**src/rtl/button_conditioner_pkg.sv**
```systemverilog
// Shared types and helpers for the button conditioner: channel FSM states
// and millisecond-to-cycle conversion.
package button_pkg;

   typedef enum logic [1:0] {
      ST_IDLE,
      ST_ARM_PRESS,
      ST_HELD,
      ST_ARM_RELEASE
   } chan_state_e;

   // Clamped to 1 so a tiny CLK_HZ or a zero time still yields a usable count.
   function automatic int unsigned ms_to_cycles(input int unsigned clk_hz,
                                                input int unsigned ms);
      int unsigned cyc;
      cyc = clk_hz / 1000 * ms;
      return (cyc == 0) ? 32'd1 : cyc;
   endfunction

endpackage

```
**src/rtl/button_conditioner_channel.sv**
```systemverilog
// One button channel: 2-flop synchronizer, debounce FSM, long-press and
// auto-repeat pulse generation. All outputs are registered.
module button_channel
   import button_pkg::*;
#(
   parameter int unsigned DEB_CYC    = 1,
   parameter int unsigned LONG_CYC   = 1,
   parameter int unsigned REP_CYC    = 1,
   parameter bit          ACTIVE_LOW = 1'b1
) (
   input  logic clk,
   input  logic rst,
   input  logic repeat_en,
   input  logic btn_raw,
   output logic btn_level,
   output logic btn_pressed,
   output logic btn_released,
   output logic btn_long,
   output logic btn_repeat
);

   localparam int unsigned DEB_W  = (DEB_CYC > 1) ? $clog2(DEB_CYC) : 1;
   // Hold counter max always exceeds LONG_CYC so saturation never re-fires btn_long.
   localparam int unsigned HOLD_W = $clog2(LONG_CYC + 2);
   localparam int unsigned REP_W  = $clog2(REP_CYC + 1);

   localparam logic [DEB_W-1:0]  DEB_LAST = DEB_W'(DEB_CYC - 1);
   localparam logic [HOLD_W-1:0] LONG_VAL = HOLD_W'(LONG_CYC);
   localparam logic [HOLD_W-1:0] LONG_PRE = HOLD_W'(LONG_CYC - 1);
   localparam logic [REP_W-1:0]  REP_VAL  = REP_W'(REP_CYC);

   logic              sync_q1, sync_q2, act;
   chan_state_e       state_q, state_d;
   logic [DEB_W-1:0]  deb_q, deb_d;
   logic [HOLD_W-1:0] hold_q, hold_d, hold_inc;
   logic [REP_W-1:0]  rep_q, rep_d, rep_inc;
   logic              past_long, rep_wrap;
   logic              level_d, pressed_d, released_d, long_d, repeat_d;

   assign act       = sync_q2 ^ ACTIVE_LOW;
   assign hold_inc  = (hold_q == '1) ? hold_q : hold_q + 1'b1;
   assign past_long = (hold_q >= LONG_VAL);
   assign rep_inc   = rep_q + 1'b1;
   assign rep_wrap  = (rep_inc == REP_VAL);

   always_ff @(posedge clk) begin
      if (rst) begin
         sync_q1      <= ACTIVE_LOW;
         sync_q2      <= ACTIVE_LOW;
         state_q      <= ST_IDLE;
         deb_q        <= '0;
         hold_q       <= '0;
         rep_q        <= '0;
         btn_level    <= 1'b0;
         btn_pressed  <= 1'b0;
         btn_released <= 1'b0;
         btn_long     <= 1'b0;
         btn_repeat   <= 1'b0;
      end else begin
         sync_q1      <= btn_raw;
         sync_q2      <= sync_q1;
         state_q      <= state_d;
         deb_q        <= deb_d;
         hold_q       <= hold_d;
         rep_q        <= rep_d;
         btn_level    <= level_d;
         btn_pressed  <= pressed_d;
         btn_released <= released_d;
         btn_long     <= long_d;
         btn_repeat   <= repeat_d;
      end
   end

   always_comb begin
      state_d = state_q;
      deb_d   = deb_q;
      hold_d  = hold_q;
      rep_d   = rep_q;
      unique case (state_q)
         ST_IDLE: begin
            if (act) begin
               state_d = ST_ARM_PRESS;
               deb_d   = '0;
            end
         end
         ST_ARM_PRESS: begin
            if (!act) begin
               state_d = ST_IDLE;
            end else if (deb_q == DEB_LAST) begin
               state_d = ST_HELD;
               hold_d  = '0;
               rep_d   = '0;
            end else begin
               deb_d = deb_q + 1'b1;
            end
         end
         ST_HELD: begin
            if (!act) begin
               state_d = ST_ARM_RELEASE;
               deb_d   = '0;
            end else begin
               hold_d = hold_inc;
               // Repeat phase keeps running with repeat_en low so re-enabling stays aligned.
               if (past_long) rep_d = rep_wrap ? '0 : rep_inc;
            end
         end
         ST_ARM_RELEASE: begin
            if (act) begin
               state_d = ST_HELD;
            end else if (deb_q == DEB_LAST) begin
               state_d = ST_IDLE;
               hold_d  = '0;
               rep_d   = '0;
            end else begin
               deb_d = deb_q + 1'b1;
            end
         end
         default: state_d = ST_IDLE;
      endcase
   end

   always_comb begin
      level_d    = (state_d == ST_HELD) || (state_d == ST_ARM_RELEASE);
      pressed_d  = (state_q == ST_ARM_PRESS) && (state_d == ST_HELD);
      released_d = (state_q == ST_ARM_RELEASE) && (state_d == ST_IDLE);
      long_d     = (state_q == ST_HELD) && act && (hold_q == LONG_PRE);
      repeat_d   = (state_q == ST_HELD) && act && past_long && rep_wrap && repeat_en;
   end

endmodule

```
**src/rtl/button_conditioner.sv**
```systemverilog
// Multi-channel button conditioner: one independent button_channel per input
// plus an any_pressed summary of this cycle's press pulses.
module button_conditioner
   import button_pkg::*;
#(
   parameter int unsigned NUM_BUTTONS   = 4,
   parameter int unsigned CLK_HZ        = 50_000_000,
   parameter int unsigned DEBOUNCE_MS   = 20,
   parameter int unsigned LONG_PRESS_MS = 1000,
   parameter int unsigned REPEAT_MS     = 200,
   parameter bit          ACTIVE_LOW    = 1'b1
) (
   input  logic                   clk,
   input  logic                   rst,
   input  logic [NUM_BUTTONS-1:0] repeat_en,
   input  logic [NUM_BUTTONS-1:0] btn_raw,
   output logic [NUM_BUTTONS-1:0] btn_level,
   output logic [NUM_BUTTONS-1:0] btn_pressed,
   output logic [NUM_BUTTONS-1:0] btn_released,
   output logic [NUM_BUTTONS-1:0] btn_long,
   output logic [NUM_BUTTONS-1:0] btn_repeat,
   output logic                   any_pressed
);

   localparam int unsigned DEB_CYC  = ms_to_cycles(CLK_HZ, DEBOUNCE_MS);
   localparam int unsigned LONG_CYC = ms_to_cycles(CLK_HZ, LONG_PRESS_MS);
   localparam int unsigned REP_CYC  = ms_to_cycles(CLK_HZ, REPEAT_MS);

   for (genvar i = 0; i < NUM_BUTTONS; i++) begin : g_chan
      button_channel #(
         .DEB_CYC    (DEB_CYC),
         .LONG_CYC   (LONG_CYC),
         .REP_CYC    (REP_CYC),
         .ACTIVE_LOW (ACTIVE_LOW)
      ) u_chan (
         .clk          (clk),
         .rst          (rst),
         .repeat_en    (repeat_en[i]),
         .btn_raw      (btn_raw[i]),
         .btn_level    (btn_level[i]),
         .btn_pressed  (btn_pressed[i]),
         .btn_released (btn_released[i]),
         .btn_long     (btn_long[i]),
         .btn_repeat   (btn_repeat[i])
      );
   end

   assign any_pressed = |btn_pressed;

endmodule

```
**config.mk**
```make
export PLATFORM = sky130hd
export DESIGN_NAME = button_conditioner
export DESIGN_NICKNAME = d
export VERILOG_FILES = /design/src/rtl/button_conditioner_pkg.sv /design/src/rtl/button_conditioner_channel.sv /design/src/rtl/button_conditioner.sv
export SDC_FILE = /design/constraint.sdc
export NUM_CORES = 1
export LEC_CHECK = 0
export ABC_CLOCK_PERIOD_IN_PS = 4000
export CAP_MARGIN = 40
export CORE_UTILIZATION = 63
export DETAILED_ROUTE_END_ITERATION = 6
export PLACE_DENSITY_LB_ADDON = 0.1
export SYNTH_ARGS = -nofsm -noshare
export SYNTH_HDL_FRONTEND = slang
export SYNTH_SLANG_ARGS = --single-unit
```
**constraint.sdc**
```tcl
create_clock -name clk -period 4 [get_ports clk]
set_input_delay 0.4 -clock clk [delete_from_list [all_inputs] [get_ports clk]]
set_output_delay 0.4 -clock clk [all_outputs]
set_load 0.02 [all_outputs]
```
==> results by group <==
Status
  – Status: finished, violations left
  – Failing checks: design-rule violations

Synth
  – Yosys top cell by area: dfxtp_1
  – Sequential share of the synthesized area: 37.6%
  – Post-synth EDFFs: 0
  – Main synth FF type: dfxtp_1
  – Mapped Nets: 2182
  – Yosys top cell area share: 37.6%
  – Seq cells post-synth: roughly 320
  – Top cells by area, synth: dfxtp_1 38%, nor2_1 6.8%, xor2_1 5.1%
  – Synthesized area: 0.0168 sq mm
  – Synth top cells by count: 316 x dfxtp_1, 304 x nor2_1, 162 x nand2_1
  – Synth Area per Inst: 7.80 sq um
  – Most common cell in the netlist: dfxtp_1
  – Yosys warnings: 0
  – Library cells used by synthesis: 74
  – Async SR Flop Fraction: 0%
  – Post-Syn Instances: 2156

Clock network
  – CTS resizes: 0
  – Clock tree buffer depth: 3
  – Worst-Skew Late Latency: just over 0.5 ns
  – Clock slew at reported path FFs: 0.06 ns
  – Post-CTS Setup Bufs: 0
  – CTS Buf Count: 36
  – Root buf cell: clkbuf_16
  – H-tree depth: 2
  – CTS Hold Bufs: 0
  – CTS tree: built
  – Sink Count: 316

Global route
  – Antenna violations before repair: 0
  – First-pass GRT wire length: 63800 um
  – Total GRT Usage: 27.6%
  – Largest net degree at the start of global routing: 56
  – Global route overflow: 0
  – Vias in the first global route: 13850

Floorplan
  – Placeable core area: around 0.026 sq mm
  – Cell Rows: 59
  – Die Width: 165 um
  – Die area: 0.0273 sq mm
  – Die H: 165 um
  – IO Count: 31
  – Initial core utilization: 64.3%

Min path
  – Hold Crit Class: in2reg

STA
  – Slew headroom: between 40% and 50%
  – Unrepaired setup endpoints after global routing: false
  – Pins Over Slew Limit: 0
  – Fmax: ~280 MHz
  – Setup TNS: 0 ns
  – Slew at the pin with the worst max-slew slack: 0.878 ns
  – Final Critical Period: around 3.5 ns
  – Setup violators final: 0
  – Max Clock Skew: 0.0152 ns
  – Fin. Hold Viols: 0
  – Fin crit share: 87.8%

Cells and area
  – Layout net count: 2143
  – Fill count: 2193
  – Area Overhead vs Synth: 9.45%
  – Finished Cell Area: 0.0184 sq mm
  – N_diodes: 0
  – Share of cells above drive strength 1: 5.74%

Placed design
  – Number of I/O port buffers: 30
  – Placer Congestion: between 0.9 and 1
  – DP HPWL: 25900 um
  – Area post-placement: 0.0172 sq mm

Setup path
  – CP arrival: 3.95 ns
  – Crit path kind: reg2reg
  – R2R setup slack: slightly below 0.5 ns
  – Crit end category: flop
  – Critical Path Start: g_chan[3].u_chan.rep_q[0]
  – Worst R2R Start: g_chan[3].u_chan.rep_q[0]
  – Critical Path RT: 4.44 ns
  – CP startpoint kind: flop
  – Crit path max fanout: 9
  – FF-to-FF path depth: 9
  – Crit path to: g_chan[3].u_chan.rep_q[20]
  – R2R Path End: g_chan[3].u_chan.rep_q[20]

Power and ir drop
  – Leakage: 5.99 nW
  – Tot Pwr: 6.74 mW
  – Worst IR Drop VDD: 0.406 mV
  – Power Dens Cells: between 300 and 400 mW/mm^2

Routing
  – Routed via count: 15364
  – WL/cell: 15.6 um
  – Via density: 6.20
  – DRC viols: 13
  – Final wirelength: 38600 um
  – Detailed-router iteration count before antenna repair: 7
  – DRT iter0 DRCs: 1243
  – ANT nets after route: 0

Job
  – Max cap viols: 0
[placed cells by master (no fill, tap or decap), drive strengths merged, types with 6 or more instances in the layout]
master / n
a211oi: 19
nand3: 140
or2: 19
nor2b: 6
nand3b: 13
o31a: 6
and2: 15
a41oi: 6
nor4b: 8
and3: 58
clkbuf: 47
nor2: 304
xnor2: 76
or3: 56
a311oi: 9
clkdlybuf4s50: 29
or4: 18
and4: 28
nand4b: 15
o21ai: 91
nand4: 83
nor3: 78
nor4: 50
dfxtp: 316
xor2: 97
bufinv: 6
a31oi: 32
ha: 16
clkinv: 9
a22oi: 10
o22ai: 9
a21o: 8
a21oi: 133
o21a: 6
inv: 47
o21bai: 8
nand2b: 14
buf: 29
nand2: 162
[per-layer routing]
metal | up-vias | part of all wire [%] | track usage [%]
met5 | - | 0 | 0
met4 | 0 | 2.5 | 9.13
met3 | 83 | 5.7 | 3.42
met2 | 469 | 47 | 46.4
met1 | 7149 | 45 | 36.5
li1 | 7663 | - | -
[metrics by stage]
| stage | std cells | setup WS (ns) | util [%] | hold WS [ns] |
|---|---|---|---|---|
| CTS | 2477 | 0.541 | 70.4 | 0.358 |
| global placement | 2412 | 0.740 | 65.6 | 0.391 |
| detailed placement | 2414 | 0.567 | 65.6 | 0.393 |
| floorplan | 2156 | 0.936 | - | 0.389 |
| global route | 2477 | 0.101 | 70.4 | 0.390 |
| finish | 2477 | 0.490 | 70.4 | 0.359 |
[critical path, cell delays in order, from the launching register on]
cell and delay [ns]:
dfxtp_1 0.45, ha_1 0.27, nand3_1 0.19, or3_1 0.49, nor3_1 0.52, nor3_1 0.12
o2111ai_1 0.48, nand3_1 0.39, or3_1 0.44, o21ai_0 0.08
[kinds of logic (layout without fill, tap and decap cells)]
group	Yosys count	count (layout)	synth area share [%]
simple gates	1083	1083	33.3
buf+inv	182	168	4.62
mux	5	5	0.305
compound gates	381	381	13.9
xor+xnor	173	173	9.01
flops	316	316	37.6
fa+ha+maj	16	16	1.19
[area by class of cell]
cell class | count | area [sq um] | area share, %
clock inverter | 16 | 233 | 1.26
inverter | 47 | 176 | 0.959
tap | 335 | 419 | 2.28
timing repair buffer | 58 | 524 | 2.85
clock buffer | 47 | 1010 | 5.51
sequential | 316 | 6330 | 34.4
multi-input combinational | 1658 | 9710 | 52.8
[worst min-delay path by stage]
stage	startpoint	endpoint	slack [ns]	depth (start not counted)
after floorplan	g_chan[0].u_chan.sync_q1	g_chan[0].u_chan.sync_q2	0.39	1
after global placement	g_chan[2].u_chan.sync_q1	g_chan[2].u_chan.sync_q2	0.39	1
after detailed placement	g_chan[1].u_chan.sync_q1	g_chan[1].u_chan.sync_q2	0.39	1
after CTS	rst	g_chan[3].u_chan.state_q[0]	0.36	2
after global routing	rst	g_chan[3].u_chan.state_q[0]	0.39	2
final	rst	g_chan[3].u_chan.state_q[0]	0.36	2
[power by group]
group / internal, mW / total (mW) / leakage [nW] / switching, mW
Clock: 2.17 / 3.47 / 0.618 / 1.30
Sequential: 3.15 / 3.16 / 2.55 / 0.00951
Combinational: 0.0304 / 0.103 / 2.83 / 0.0730
Total: 5.35 / 6.74 / 5.99 / 1.38
[registers in the layout, summed over array words and instances, names as in the netlist]
| signal | flops |
|---|---|
| g_chan.u_chan.btn_level | 4 |
| g_chan.u_chan.btn_long | 4 |
| g_chan.u_chan.btn_pressed | 4 |
| g_chan.u_chan.btn_released | 4 |
| g_chan.u_chan.btn_repeat | 4 |
| g_chan.u_chan.deb_q | 80 |
| g_chan.u_chan.hold_q | 104 |
| g_chan.u_chan.rep_q | 96 |
| g_chan.u_chan.state_q | 8 |
| g_chan.u_chan.sync_q1 | 4 |
| g_chan.u_chan.sync_q2 | 4 |
Power figures use the tool's default switching activity.
